## src/rtl/memory_pkg.sv

```systemverilog
// Memory-stage shared types.
// Holds the execute/memory stage records, the data-bus request/response
// records, the access-size and load-extension encodings, the stage FSM
// state type, and two small helpers for byte masks and alignment.
package memory_pkg;

    // Access size; the encoding is log2 of the byte count.
    typedef enum logic [1:0] {
        MSIZE1 = 2'b00,
        MSIZE2 = 2'b01,
        MSIZE4 = 2'b10,
        MSIZE8 = 2'b11
    } msize_t;

    // Load extension mode.
    typedef enum logic {
        MEXT_ZERO = 1'b0,
        MEXT_SIGN = 1'b1
    } memext_t;

    typedef struct packed {
        logic    regwrite;
        logic    memread;
        logic    memwrite;
        msize_t  msize;
        memext_t memext;
    } control_t;

    typedef struct packed {
        logic        valid;
        logic [63:0] pc;
        logic [31:0] raw_instr;
        logic [4:0]  ra1;
        logic [4:0]  ra2;
        logic [4:0]  dst;
        control_t    ctl;
        logic [63:0] aluout;   // address for memory ops, result otherwise
        logic [63:0] memwd;    // store data, byte 0 in bits [7:0]
    } execute_data_t;

    typedef struct packed {
        logic        valid;
        logic [63:0] pc;
        logic [31:0] raw_instr;
        logic [4:0]  dst;
        control_t    ctl;
        logic [63:0] result;
        logic        misalign;
    } memory_data_t;

    typedef struct packed {
        logic        valid;
        logic [63:0] addr;
        msize_t      size;
        logic [7:0]  strobe;
        logic [63:0] data;
    } dbus_req_t;

    typedef struct packed {
        logic        addr_ok;
        logic        data_ok;
        logic [63:0] data;
    } dbus_resp_t;

    typedef enum logic {
        IDLE = 1'b0,
        BUS  = 1'b1
    } state_t;

    // Byte-enable pattern for an access of the given size at byte lane 0.
    function automatic logic [7:0] size_mask(input msize_t size);
        logic [7:0] mask;
        case (size)
            MSIZE1:  mask = 8'h01;
            MSIZE2:  mask = 8'h03;
            MSIZE4:  mask = 8'h0F;
            default: mask = 8'hFF;
        endcase
        return mask;
    endfunction

    // Natural alignment: the low log2(size) address bits must be zero.
    function automatic logic is_aligned(input logic [2:0] addr, input msize_t size);
        logic ok;
        case (size)
            MSIZE1:  ok = 1'b1;
            MSIZE2:  ok = (addr[0] == 1'b0);
            MSIZE4:  ok = (addr[1:0] == 2'b00);
            default: ok = (addr == 3'b000);
        endcase
        return ok;
    endfunction

endpackage

```

## src/rtl/memory_if.sv

```systemverilog
// Data-bus interface between the memory stage and the data memory.
// Signals:
//   dreq  - request record from the stage (valid, addr, size, strobe, data)
//   dresp - response record from memory (addr_ok, data_ok, data)
// Handshake: the master raises dreq.valid and holds every dreq field
// stable until the cycle in which the slave returns data_ok=1; the access
// completes on that rising edge. data_ok plays the role of ready, addr_ok
// is informational only, and data_ok seen without a request means nothing.
interface memory_if;
    import memory_pkg::*;

    dbus_req_t  dreq;
    dbus_resp_t dresp;

    modport master (output dreq, input dresp);
    modport slave  (input dreq, output dresp);

endinterface

```

## src/rtl/memory_readdata.sv

```systemverilog
// Load data alignment and extension.
// Ports:
//   raw  - 64-bit word returned by the data bus
//   addr - byte offset of the access inside that word
//   size - access size
//   ext  - zero or sign extension
//   word - loaded value, right-justified and extended to 64 bits
module memory_readdata
    import memory_pkg::*;
(
    input  logic [63:0] raw,
    input  logic [2:0]  addr,
    input  msize_t      size,
    input  memext_t     ext,
    output logic [63:0] word
);

    logic [63:0] shifted;
    logic        fill;

    always_comb begin
        shifted = raw >> {addr, 3'b000};
        fill    = 1'b0;
        word    = '0;
        case (size)
            MSIZE1: begin
                fill = (ext == MEXT_SIGN) & shifted[7];
                word = {{56{fill}}, shifted[7:0]};
            end
            MSIZE2: begin
                fill = (ext == MEXT_SIGN) & shifted[15];
                word = {{48{fill}}, shifted[15:0]};
            end
            MSIZE4: begin
                fill = (ext == MEXT_SIGN) & shifted[31];
                word = {{32{fill}}, shifted[31:0]};
            end
            default: begin
                word = shifted;
            end
        endcase
    end

endmodule

```

## src/rtl/memory.sv

```systemverilog
// Pipeline memory stage.
// Non-memory instructions and misaligned memory ops pass through in one
// cycle. An aligned load/store is captured into a buffer and issued on the
// data bus; the stage stalls upstream until data_ok and then emits one
// dataM beat.
// Ports:
//   clk       - pipeline clock
//   reset     - asynchronous active-low reset
//   dataE     - execute-stage record, held upstream while stallM=1
//   stallM    - high while a bus access is outstanding
//   dbus      - data-bus master port (dreq out, dresp in)
//   dataM     - registered stage result
//   state_dbg - current FSM state
module memory
    import memory_pkg::*;
(
    input  logic          clk,
    input  logic          reset,
    input  execute_data_t dataE,
    output logic          stallM,
    memory_if.master      dbus,
    output memory_data_t  dataM,
    output state_t        state_dbg
);

    state_t        state;
    execute_data_t buf_q;
    logic          mem_op;
    logic          aligned;
    logic [2:0]    lane;
    logic [63:0]   load_word;
    logic          unused_bits;

    assign mem_op    = dataE.ctl.memread | dataE.ctl.memwrite;
    assign aligned   = is_aligned(dataE.aluout[2:0], dataE.ctl.msize);
    assign lane      = buf_q.aluout[2:0];
    assign stallM    = (state == BUS);
    assign state_dbg = state;

    // Request fields come only from the buffer and state registers, so they
    // stay stable for the whole access and vanish as soon as reset hits.
    always_comb begin
        dbus.dreq = '0;
        if (state == BUS) begin
            dbus.dreq.valid  = 1'b1;
            dbus.dreq.addr   = buf_q.aluout;
            dbus.dreq.size   = buf_q.ctl.msize;
            dbus.dreq.strobe = buf_q.ctl.memwrite ? (size_mask(buf_q.ctl.msize) << lane) : 8'h00;
            dbus.dreq.data   = buf_q.memwd << {lane, 3'b000};
        end
    end

    memory_readdata u_readdata (
        .raw  (dbus.dresp.data),
        .addr (lane),
        .size (buf_q.ctl.msize),
        .ext  (buf_q.ctl.memext),
        .word (load_word)
    );

    function automatic memory_data_t stage_out(input execute_data_t e,
                                               input logic [63:0]   result,
                                               input logic          misalign);
        memory_data_t m;
        m           = '0;
        m.valid     = 1'b1;
        m.pc        = e.pc;
        m.raw_instr = e.raw_instr;
        m.dst       = e.dst;
        m.ctl       = e.ctl;
        m.result    = result;
        m.misalign  = misalign;
        return m;
    endfunction

    always_ff @(posedge clk or negedge reset) begin
        if (!reset) begin
            state <= IDLE;
            buf_q <= '0;
            dataM <= '0;
        end else begin
            case (state)
                IDLE: begin
                    if (dataE.valid && mem_op && aligned) begin
                        buf_q <= dataE;
                        state <= BUS;
                        dataM <= '0;
                    end else if (dataE.valid) begin
                        // A memory op reaching here is misaligned: it skips the bus.
                        dataM <= stage_out(dataE, dataE.aluout, mem_op);
                    end else begin
                        dataM <= '0;
                    end
                end
                BUS: begin
                    if (dbus.dresp.data_ok) begin
                        dataM <= stage_out(buf_q,
                                           buf_q.ctl.memread ? load_word : buf_q.aluout,
                                           1'b0);
                        state <= IDLE;
                    end else begin
                        dataM <= '0;
                    end
                end
                default: begin
                    state <= IDLE;
                    dataM <= '0;
                end
            endcase
        end
    end

    // Fields carried through the buffer but not consumed by this stage.
    assign unused_bits = ^{buf_q.valid, buf_q.ra1, buf_q.ra2, dbus.dresp.addr_ok};

endmodule
```

## src/flat_wrapper.sv

```systemverilog
// flat-port wrapper written by rule: the top's interface ports become plain ports
module memory_flat import memory_pkg::*;
  (clk, reset, dataE, stallM, dataM, state_dbg, dbus_dreq, dbus_dresp);
  memory_if dbus_i ();
  input  logic clk;
  input  logic reset;
  input  execute_data_t dataE;
  output logic stallM;
  output memory_data_t dataM;
  output state_t state_dbg;
  output wire logic [$bits(dbus_i.dreq)-1:0] dbus_dreq;
  input wire logic [$bits(dbus_i.dresp)-1:0] dbus_dresp;
  assign dbus_dreq = dbus_i.dreq;
  assign dbus_i.dresp = dbus_dresp;
  memory u_core (.clk(clk), .reset(reset), .dataE(dataE), .stallM(stallM), .dbus(dbus_i), .dataM(dataM), .state_dbg(state_dbg));
endmodule
```

## config.mk

```make
export PLATFORM = sky130hd
export DESIGN_NAME = memory_flat
export DESIGN_NICKNAME = d
export VERILOG_FILES = /design/src/rtl/memory_pkg.sv /design/src/rtl/memory_if.sv /design/src/rtl/memory_readdata.sv /design/src/rtl/memory.sv /design/src/flat_wrapper.sv
export SDC_FILE = /design/constraint.sdc
export NUM_CORES = 1
export LEC_CHECK = 0
export ABC_AREA = 1
export CORE_AREA = 5 5 240 242
export CTS_CLUSTER_SIZE = 8
export DETAILED_ROUTE_END_ITERATION = 10
export DIE_AREA = 0 0 245 247
export PLACE_DENSITY = 0.72
export SYNTH_ARGS = -nofsm -noshare
export SYNTH_HDL_FRONTEND = slang
export SYNTH_SLANG_ARGS = --single-unit
```

## constraint.sdc

```tcl
create_clock -name clk -period 2.14 [get_ports clk]
set_clock_uncertainty 0.1 [all_clocks]
set_input_delay 0.428 -clock clk [delete_from_list [all_inputs] [get_ports clk]]
set_output_delay 0.428 -clock clk [all_outputs]
set_load 0.02 [all_outputs]
```

==> results.md <==
Synth:
- In the post-synthesis netlist, the biggest area contributors are dfrtp_1, nand2_1, o21ai_0.
- The post-synthesis sequential element count is ~410.
- The number of enable-type register cells in the synthesized netlist is 0.
- Yosys instantiated no cell more often than nand2_1.
- Of the synthesized area, sequential elements account for 50.67%.
- A synthesized cell averages between 7 and 8 µm².
- The number of unique standard cell types used by synthesis is 31.
- The area share of the largest cell type after synthesis is approximately half.
- In the synthesized netlist, the cells that appear most often are nand2_1, o21ai_0, dfrtp_1.
- The Yosys step of the flow raised 0 warnings.
- The most used flip-flop cell after synthesis is dfrtp_1.
- The gate count after technology mapping is ~2,700.
- The number of nets handed over by synthesis was 2,972.
- The total standard cell area after synthesis is about 20,000 µm².
- The cell taking the most area after synthesis is dfrtp_1.
- The async set or reset register ratio after synthesis is 100.0%.

Placement:
- The pre-CTS worst setup slack is -0.5377 ns.
- The estimated wirelength of the detail-placed design is 64,860 µm.
- The count of input and output buffers is 616.
- The final weighted congestion in routability-driven placement is 1.025.

Setup path:
- For the worst setup path, the data arrival time is 2.20 ns.
- In this run the worst path has a maximum fanout of 7.
- For the worst flop-to-flop path, the logic depth is 15.
- STA classifies the critical path endpoint as a primary output.
- For the worst setup path, the data required time is around 1.6 ns.
- The critical path start-end classification is reg2out.
- The critical path launch point type is a register.

Timing:
- Based on the critical path, the design can be clocked at up to 366.1 MHz.
- The number of max-slew violations in the final report came to 0.
- The transition time at the pin with the least slew margin is 0.4978 ns.
- The hold violation count in the final report is 0.
- Setup repair after global routing could not meet its margin everywhere.
- The normalized max-slew margin is 66.46%.
- The share of the clock period used by the worst path is 127.7%.
- The post-route worst hold slack is 0.2314 ns.
- In the final timing run, aggregate negative setup slack is -59.79 ns.
- The setup-violating endpoint count in the final report is just over 200.
- The post-route minimum period is approximately 2.7 ns.
- Setup slack on the critical path of the routed design comes to -0.5918 ns.

Routing:
- The routed wire length is 89,310 µm.
- The number of nets still failing antenna checks after routing is 0.
- The number of vias after detailed routing is between 20,000 and 25,000.
- In the routed layout, each cell is associated on average with a via count of approximately 5.2.
- The pre-antenna-repair detailed-routing pass consisted of 6 iterations.
- The remaining routing DRC violations is 0.
- After detailed routing, the average wire length per cell comes to between 20 and 25 µm.
- The DRC violation total after the first TritonRoute iteration is a little under 2,000.

Outcome:
- The run finished, with violations left.
- The final reports fail on setup timing.

GRT:
- The largest net degree at the start of global routing is just over 70.
- The overall track demand over capacity in global routing is 27.26%.
- The first-pass GRT wire length is 126,900 µm.
- The final global-route overflow total is 0.
- The initial antenna violation count was 13.
- The number of global-route vias before repair is between 20,000 and 25,000.

Clock tree:
- The TritonCTS buffer count is 57.
- The total clock sinks is between 400 and 500.
- The clock tree from TritonCTS is yes.
- After clock tree synthesis, the clock-pin slew on the worst setup and hold paths is 0.06 ns.
- Clock tree synthesis selected as its root buffer the cell clkbuf_16.
- In this run the number of H-tree levels came out at 2.
- The clock passes through at most 3 buffers.
- The clock latency on the worst-skew pair is 0.61 ns.

Floorplanning:
- The die is 247 µm tall.
- The top-level port count is 628.
- The floorplan step defined a die boundary enclosing 60,520 µm².
- The core area is between 50,000 and 60,000 µm².
- The floorplan step set the die width to 245 µm.
- Once the floorplan was initialized, standard cells occupied a little under two fifths of the core.
- The initialized floorplan defines 86 standard-cell rows.

Final layout:
- Once layout is complete, the utilization of the core stands at 59.71%.
- The post-route netlist has 24.28% of its cells at a drive strength greater than 1.
- The final layout contains roughly 3,800 nets.
- The relative area change from synthesis to final layout is 62.20%.

Run:
- Max-cap violations in this run came to 0.

Power and ir drop:
- The reported leakage power is 15.45 nW.
- VDD sags by at most 0.7620 mV.
- The final total power is ~49 mW.
- Dividing total power by cell area gives a power density of 1505 nW/µm².

Hold path:
- The class of the most critical hold timing path is in2async.
-- per-stage QoR --
stage                     cells  area, µm²
after floorplan            2658      20350
after global placement     4066      29060
after detailed placement   4066      29060
after CTS                  4156      31060
after global routing       4207      32760
final                      4211      32770
-- area by class of cell --
| type | instances | area, µm² |
|---|---|---|
| repair buffers | 957 | 9664 |
| multi-input cells | 1744 | 9170 |
| fillers | 4699 | 22110 |
| flip-flops and latches | 409 | 10240 |
| well taps | 704 | 880.8 |
| inverters | 318 | 1241 |
| clock inverters | 3 | 58.81 |
| diodes | 11 | 27.53 |
| clock buffers | 64 | 1473 |
| repair inverters | 1 | 6.256 |
-- placed cells by master (no fill, tap or decap), types with 4 or more instances in the layout --
master / count
o22ai_4: 4
buf_2: 21
diode_2: 11
buf_4: 277
nor2_2: 16
nand2_4: 20
clkbuf_2: 4
mux2_2: 15
nor2_4: 24
o22ai_2: 19
a22oi_2: 8
o21ai_0: 368
clkbuf_16: 66
buf_8: 10
nand3_1: 55
o211ai_1: 6
nand2_1: 816
nor2_1: 39
inv_2: 20
clkbuf_1: 5
nand3_2: 10
buf_6: 103
o21ai_4: 23
dfrtp_1: 405
nand2_2: 57
a21oi_1: 76
clkdlybuf4s50_1: 474
o221ai_1: 7
o22ai_1: 5
buf_12: 51
o21ai_1: 83
a22oi_1: 6
nand3_4: 5
inv_1: 292
o21ai_2: 62
-- state kept, by name, indices dropped and copies added, names as in the netlist --
signal	cells
u_core.buf_q	235
u_core.dataM	173
u_core.stallM	1
-- power by group --
part | internal (mW) | switching, mW | leakage, nW
sequential | 10.7 | 1.48 | 5.18
combinational | 12.4 | 16.6 | 9.52
clock | 4.77 | 3.35 | 0.748
-- layer usage --
metal  vias to the layer above  GRT usage, %  part of all wire (%)
met1                     10284         34.00                    38
met2                      1095         44.71                    47
met3                       266         7.642                    10
met5                         -             0                 0.046
li1                      10077             -                     -
met4                         6         11.60                   5.2
-- cells by family (layout without fill, tap and decap cells) --
| group | count (synthesis) | in the layout | share of synthesized area, % |
|---|---|---|---|
| multiplexers | 15 | 15 | 0.8362 |
| flip-flops | 409 | 409 | 50.67 |
| AO/OA/AOI/OAI | 681 | 681 | 17.95 |
| buffers and inverters | 506 | 1343 | 10.47 |
| other | 0 | 11 | 0 |
| AND/OR/NAND/NOR | 1047 | 1048 | 20.08 |
-- path summary, 6_finish.rpt --
check	from	to	slack (ns)
min in group clk	dataE[24]	u_core.buf_q[24]	0.28
hold reg to reg	u_core.buf_q[227]	u_core.dataM[154]	0.41
setup / recovery	u_core.buf_q[64]	dbus_dreq[30]	-0.59
max in group asynchronous	reset	u_core.buf_q[172]	0.97
setup reg to reg	u_core.buf_q[64]	u_core.dataM[51]	-0.32
hold / removal	reset	u_core.buf_q[23]	0.23
-- critical path, cell delays in order (launching register included) --
cell,delay (ns)
dfrtp_4,0.54
buf_6,0.16
buf_6,0.14
nand2_2,0.07
o21ai_2,0.07
buf_4,0.14
nand2_4,0.05
o21ai_4,0.08
nor2_1,0.16
buf_4,0.19
-- repair_timing --
| item | in CTS | in global routing |
|---|---|---|
| hold buffers | 1 | 0 |
| endpoints found under the hold margin | 47 | 0 |
| setup endpoints to repair | 228 | 253 |
| cloned | 5 | 14 |
| buffers inserted | 18 | 35 |
| pin swaps | 27 | 43 |
| gates resized for setup | 608 | 505 |
(Power assumes the default switching activity.)
==> RTL edit 1, RTL diff (same flow settings) <==
Reset style: synchronous (`reset`), changed in one clocked block. Comments in the files are not updated.
--- a/src/rtl/memory.sv
+++ b/src/rtl/memory.sv
@@ -73,7 +73,7 @@
         return m;
     endfunction
 
-    always_ff @(posedge clk or negedge reset) begin
+    always_ff @(posedge clk) begin
         if (!reset) begin
             state <= IDLE;
             buf_q <= '0;
Check against the original RTL: not equivalent (Yosys sat finds a counterexample within 4 cycles, from zero or initial values and one cycle with reset low; the reset may be asserted at any time).
==> RTL edit 1 against the unedited design <==
The flow still finishes with violations (negative setup slack). Final area about the same. Setup slack improved by 0.073 ns. Sequential cell count stayed put. Routed wire length increased by 2.8%. First-iteration DRC count fell by 0.72%. Maximum frequency rose by 2.8%. Synthesized area decreased by 8.4%. Highest routed layer unchanged. Via count up 3.5%. Count of clock-buffer cells in the layout decreased by 2. Die area unchanged.
Power is not compared: it rests on default switching activity, and its combinational part moved more than twofold at a synthesized area within 25%.
==> RTL edit 1: results <==
{
  "met1Wirelength_um": 34080,
  "synth.net_count": 3078,
  "wl_met2_um": 43280,
  "dr_wl_met3_um": 9823,
  "maxSlewHeadroom": 0.5694,
  "clk_share": 0.04810,
  "violations": "negative setup slack",
  "n_all_buffers": 972,
  "multi_input_area_um2": 10550,
  "dp_hpwl_um": 62620,
  "grt_util_met3": 0.08787,
  "critPathMaxStageDelay_ns": 0.40,
  "yosysSeqAreaShare": 0.4427,
  "fin_cells": 4313,
  "status": "finished with violations",
  "fillCellCount": 4633,
  "wl_um": 91850,
  "synth_area_leaders": "dfxtp_1 44%, o21ai_0 14%, nand2_1 14%, a21oi_1 6.5%, inv_1 5.8%",
  "firstDrtPassIters": 5,
  "ctsResizeCount": 1099,
  "min_path_type": "input pin to register",
  "netlist-cell-type-count": 30,
  "dp_cells": 4142,
  "grt_pass1_vias": 21470,
  "nClkBuffers": 62,
  "grt_pass1_wl_um": 129500,
  "synthFlopType": "dfxtp_1",
  "synthArstFlopShare": 0,
  "syn-instance-count": 2764,
  "r2r_start": "u_core.buf_q[64]",
  "cp_slowest_cell": "dfxtp_4",
  "finalSetupViolations": 188,
  "gp_congestion": 0.9671,
  "use_met2": 0.4542,
  "seq_cell_count": 409,
  "ff_latch_area_um2": 8209,
  "synth_common_cells": "676 x nand2_1, 525 x o21ai_0, 409 x dfxtp_1, 285 x inv_1, 247 x nor2_1",
  "via_count": 22500,
  "fin_ws_ns": -0.5187,
  "fin_nets": 3899,
  "track_usage": 0.2742,
  "n_all_inverters": 291,
  "critPathArrivalTime_ns": 2.13,
  "drt_iter0_markers": 1939,
  "insertedDiodeCount": 17,
  "yosysTopAreaCellShare": 0.4427
}
==> RTL edit 1: cell families after synthesis <==
family                 share of synthesized area
flip-flops                                0.4427
AO/OA/AOI/OAI                             0.2380
AND/OR/NAND/NOR                           0.2097
buffers and inverters                     0.1096
==> RTL edit 1: through the flow <==
stage | TNS [ns] | area, um^2 | setup WS, ns
CTS | -43.28 | 31120 | -0.4628
detailed placement | -166.23 | 27390 | -0.4926
finish | -41.83 | 32780 | -0.5187
global placement | -153.43 | 27390 | -0.4374
floorplan | -0.4504 | 18750 | -0.07708
global route | -57.69 | 32770 | -0.5728
==> RTL edit 1: path summary, 6_finish.rpt <==
kind	slack [ns]	to	cells after the start
worst max-delay path	-0.52	dbus_dreq[61]	9
worst min-delay path	0.08	u_core.dataM[66]	3
worst max register to register	-0.27	u_core.dataM[28]	17
worst min register to register	0.34	u_core.buf_q[155]	2
==> RTL edit 1: worst min-delay path, stage by stage <==
cell	delay, ns
buf_6	0.11
nand2_1	0.09
o22ai_1	0.09
==> RTL edit 2, RTL diff (same flow settings) <==
Made on the original files. Put one more register stage on the output `state_dbg`. The value now appears one clock later. The other outputs are not delayed to match.
--- a/src/rtl/memory.sv
+++ b/src/rtl/memory.sv
@@ -35,7 +35,9 @@
     assign aligned   = is_aligned(dataE.aluout[2:0], dataE.ctl.msize);
     assign lane      = buf_q.aluout[2:0];
     assign stallM    = (state == BUS);
-    assign state_dbg = state;
+    always_ff @(posedge clk) begin
+        state_dbg <= state;
+    end
 
     // Request fields come only from the buffer and state registers, so they
     // stay stable for the whole access and vanish as soon as reset hits.
Formal check against the unedited RTL: not equivalent (Yosys sat finds a counterexample within 4 cycles, from zero or initial values and one cycle with reset low).
==> RTL edit 2 against the unedited design <==
The run still ends with negative setup slack left. Sequential cell count rose by 1. Critical path depth shrank 1. Final area grew 2.4%. Synthesized area about the same. Power rose by 3.7%. First-iteration DRC count grew 0.82%. Routed wire length up 2.4%. Setup slack worse by 0.0081 ns. Largest power group unchanged.
==> RTL edit 2: results <==
{
  "grt_pass1_wl_um": 129200,
  "htreeDepth": 2,
  "hold_slack_ns": 0.2238,
  "firstDrtPassIters": 5,
  "syn-instance-count": 2658,
  "cellLeakagePower_nw": 15.78,
  "met1_usage": 0.3385,
  "dp_cells": 4073,
  "synth.mux.area_fraction": 0.008357,
  "synth_xor_xnor_area_share": 0,
  "cts_inserted_buffers": 58,
  "cp_max_fo": 18,
  "peakVddDrop_mv": 0.8492,
  "fin_cells": 4240,
  "worst_pin_slew_ns": 0.5078,
  "via_count": 22220,
  "status": "finished with violations",
  "violations": "negative setup slack",
  "yosysSeqAreaShare": 0.5073,
  "drive_gt1_frac": 0.2598,
  "cts-root-buf": "clkbuf_16",
  "drt_iter0_markers": 1969,
  "use_met2": 0.4500,
  "grt_pass1_vias": 21330,
  "fillCellCount": 4625,
  "dp_hpwl_um": 64740,
  "gp_congestion": 0.9993,
  "critPathMaxStageDelay_ns": 0.56,
  "cp_slowest_cell": "dfrtp_4",
  "synth_area_leaders": "dfrtp_1 51%, nand2_1 17%, o21ai_0 12%, inv_1 5.8%, a21oi_1 2.0%",
  "fin_ws_ns": -0.5999,
  "grt_max_degree": 69,
  "ys_warn_count": 0,
  "grt_util_met3": 0.08982,
  "clkTransAtPathRegs_ns": 0.06,
  "post_dp_cell_area_um2": 29160,
  "finalSetupViolations": 208,
  "synth_compound_area_frac": 0.1794,
  "dpl_worst_slack_ns": -0.5547,
  "worstSkewPairLatency_ns": 0.62,
  "fin_nets": 3817,
  "track_usage": 0.2769,
  "min_path_type": "input pin to async pin",
  "wl_um": 91490,
  "synthArstFlopShare": 0.9976,
  "path_delay_family": "buffers and inverters",
  "netlist-cell-type-count": 32,
  "port_buffers": 616,
  "antenna_found_initial": 18
}
RTL edit 2: final cells by class:
class / count / area (um^2) / share of cell area
Clock buffer: 80 / 1564 / 0.04663
Antenna cell: 10 / 25.02 / 0.0007462
Inverter: 318 / 1241 / 0.03701
Multi-Input combinational cell: 1743 / 9543 / 0.2845
Sequential cell: 410 / 10270 / 0.3062
Clock inverter: 3 / 57.56 / 0.001716
Tap cell: 704 / 880.8 / 0.02626
Timing Repair Buffer: 972 / 9957 / 0.2969
RTL edit 2: per-layer routing:
metal  share of wire  wire (um)
met5          0.0010         92
met4           0.055       5040
met3            0.11       9774
met2            0.46      42330
met1            0.37      34260
RTL edit 2: kinds of logic (layout without fill, tap and decap cells):
logic type	after synthesis	after routing
AOI/OAI and AO/OA	681	681
muxes	15	15
and+or+nand+nor	1047	1047
buffers and inverters	505	1373
other	0	10
DFF	410	410
RTL edit 2: through the flow:
stage	TNS (ns)	util	power (W)
floorplan	-0.6930	-	0.02399
global placement	-146.89	0.5313	0.03580
detailed placement	-158.63	0.5313	0.03603
CTS	-66.98	0.5746	0.04656
global route	-68.64	0.6110	0.05368
finish	-53.95	0.6111	0.05115
RTL edit 2: timing repair:
item,CTS,global route
resized for setup,735,501
hold endpoints to repair,217,0
setup endpoints to repair,251,268
setup buffers,16,44
gates cloned,5,16
pin swaps,32,86
hold buffers,1,0
RTL edit 2: path summary, 6_finish.rpt:
kind,start,endpoint,cells after the start
max in group asynchronous,reset,u_core.buf_q[86],3
min,reset,u_core.dataM[15],2
max reg2reg,u_core.buf_q[64],u_core.dataM[57],16
min reg2reg,u_core.buf_q[230],u_core.dataM[157],2
max,u_core.buf_q[64],dbus_dreq[51],8
min in group clk,dataE[123],u_core.dataM[60],3
RTL edit 2: power breakdown:
part / switching [W] / internal, W
Sequential: 0.00156 / 0.0107
Clock: 0.00338 / 0.00499
Combinational: 0.0175 / 0.0129
Total: 0.0225 / 0.0287
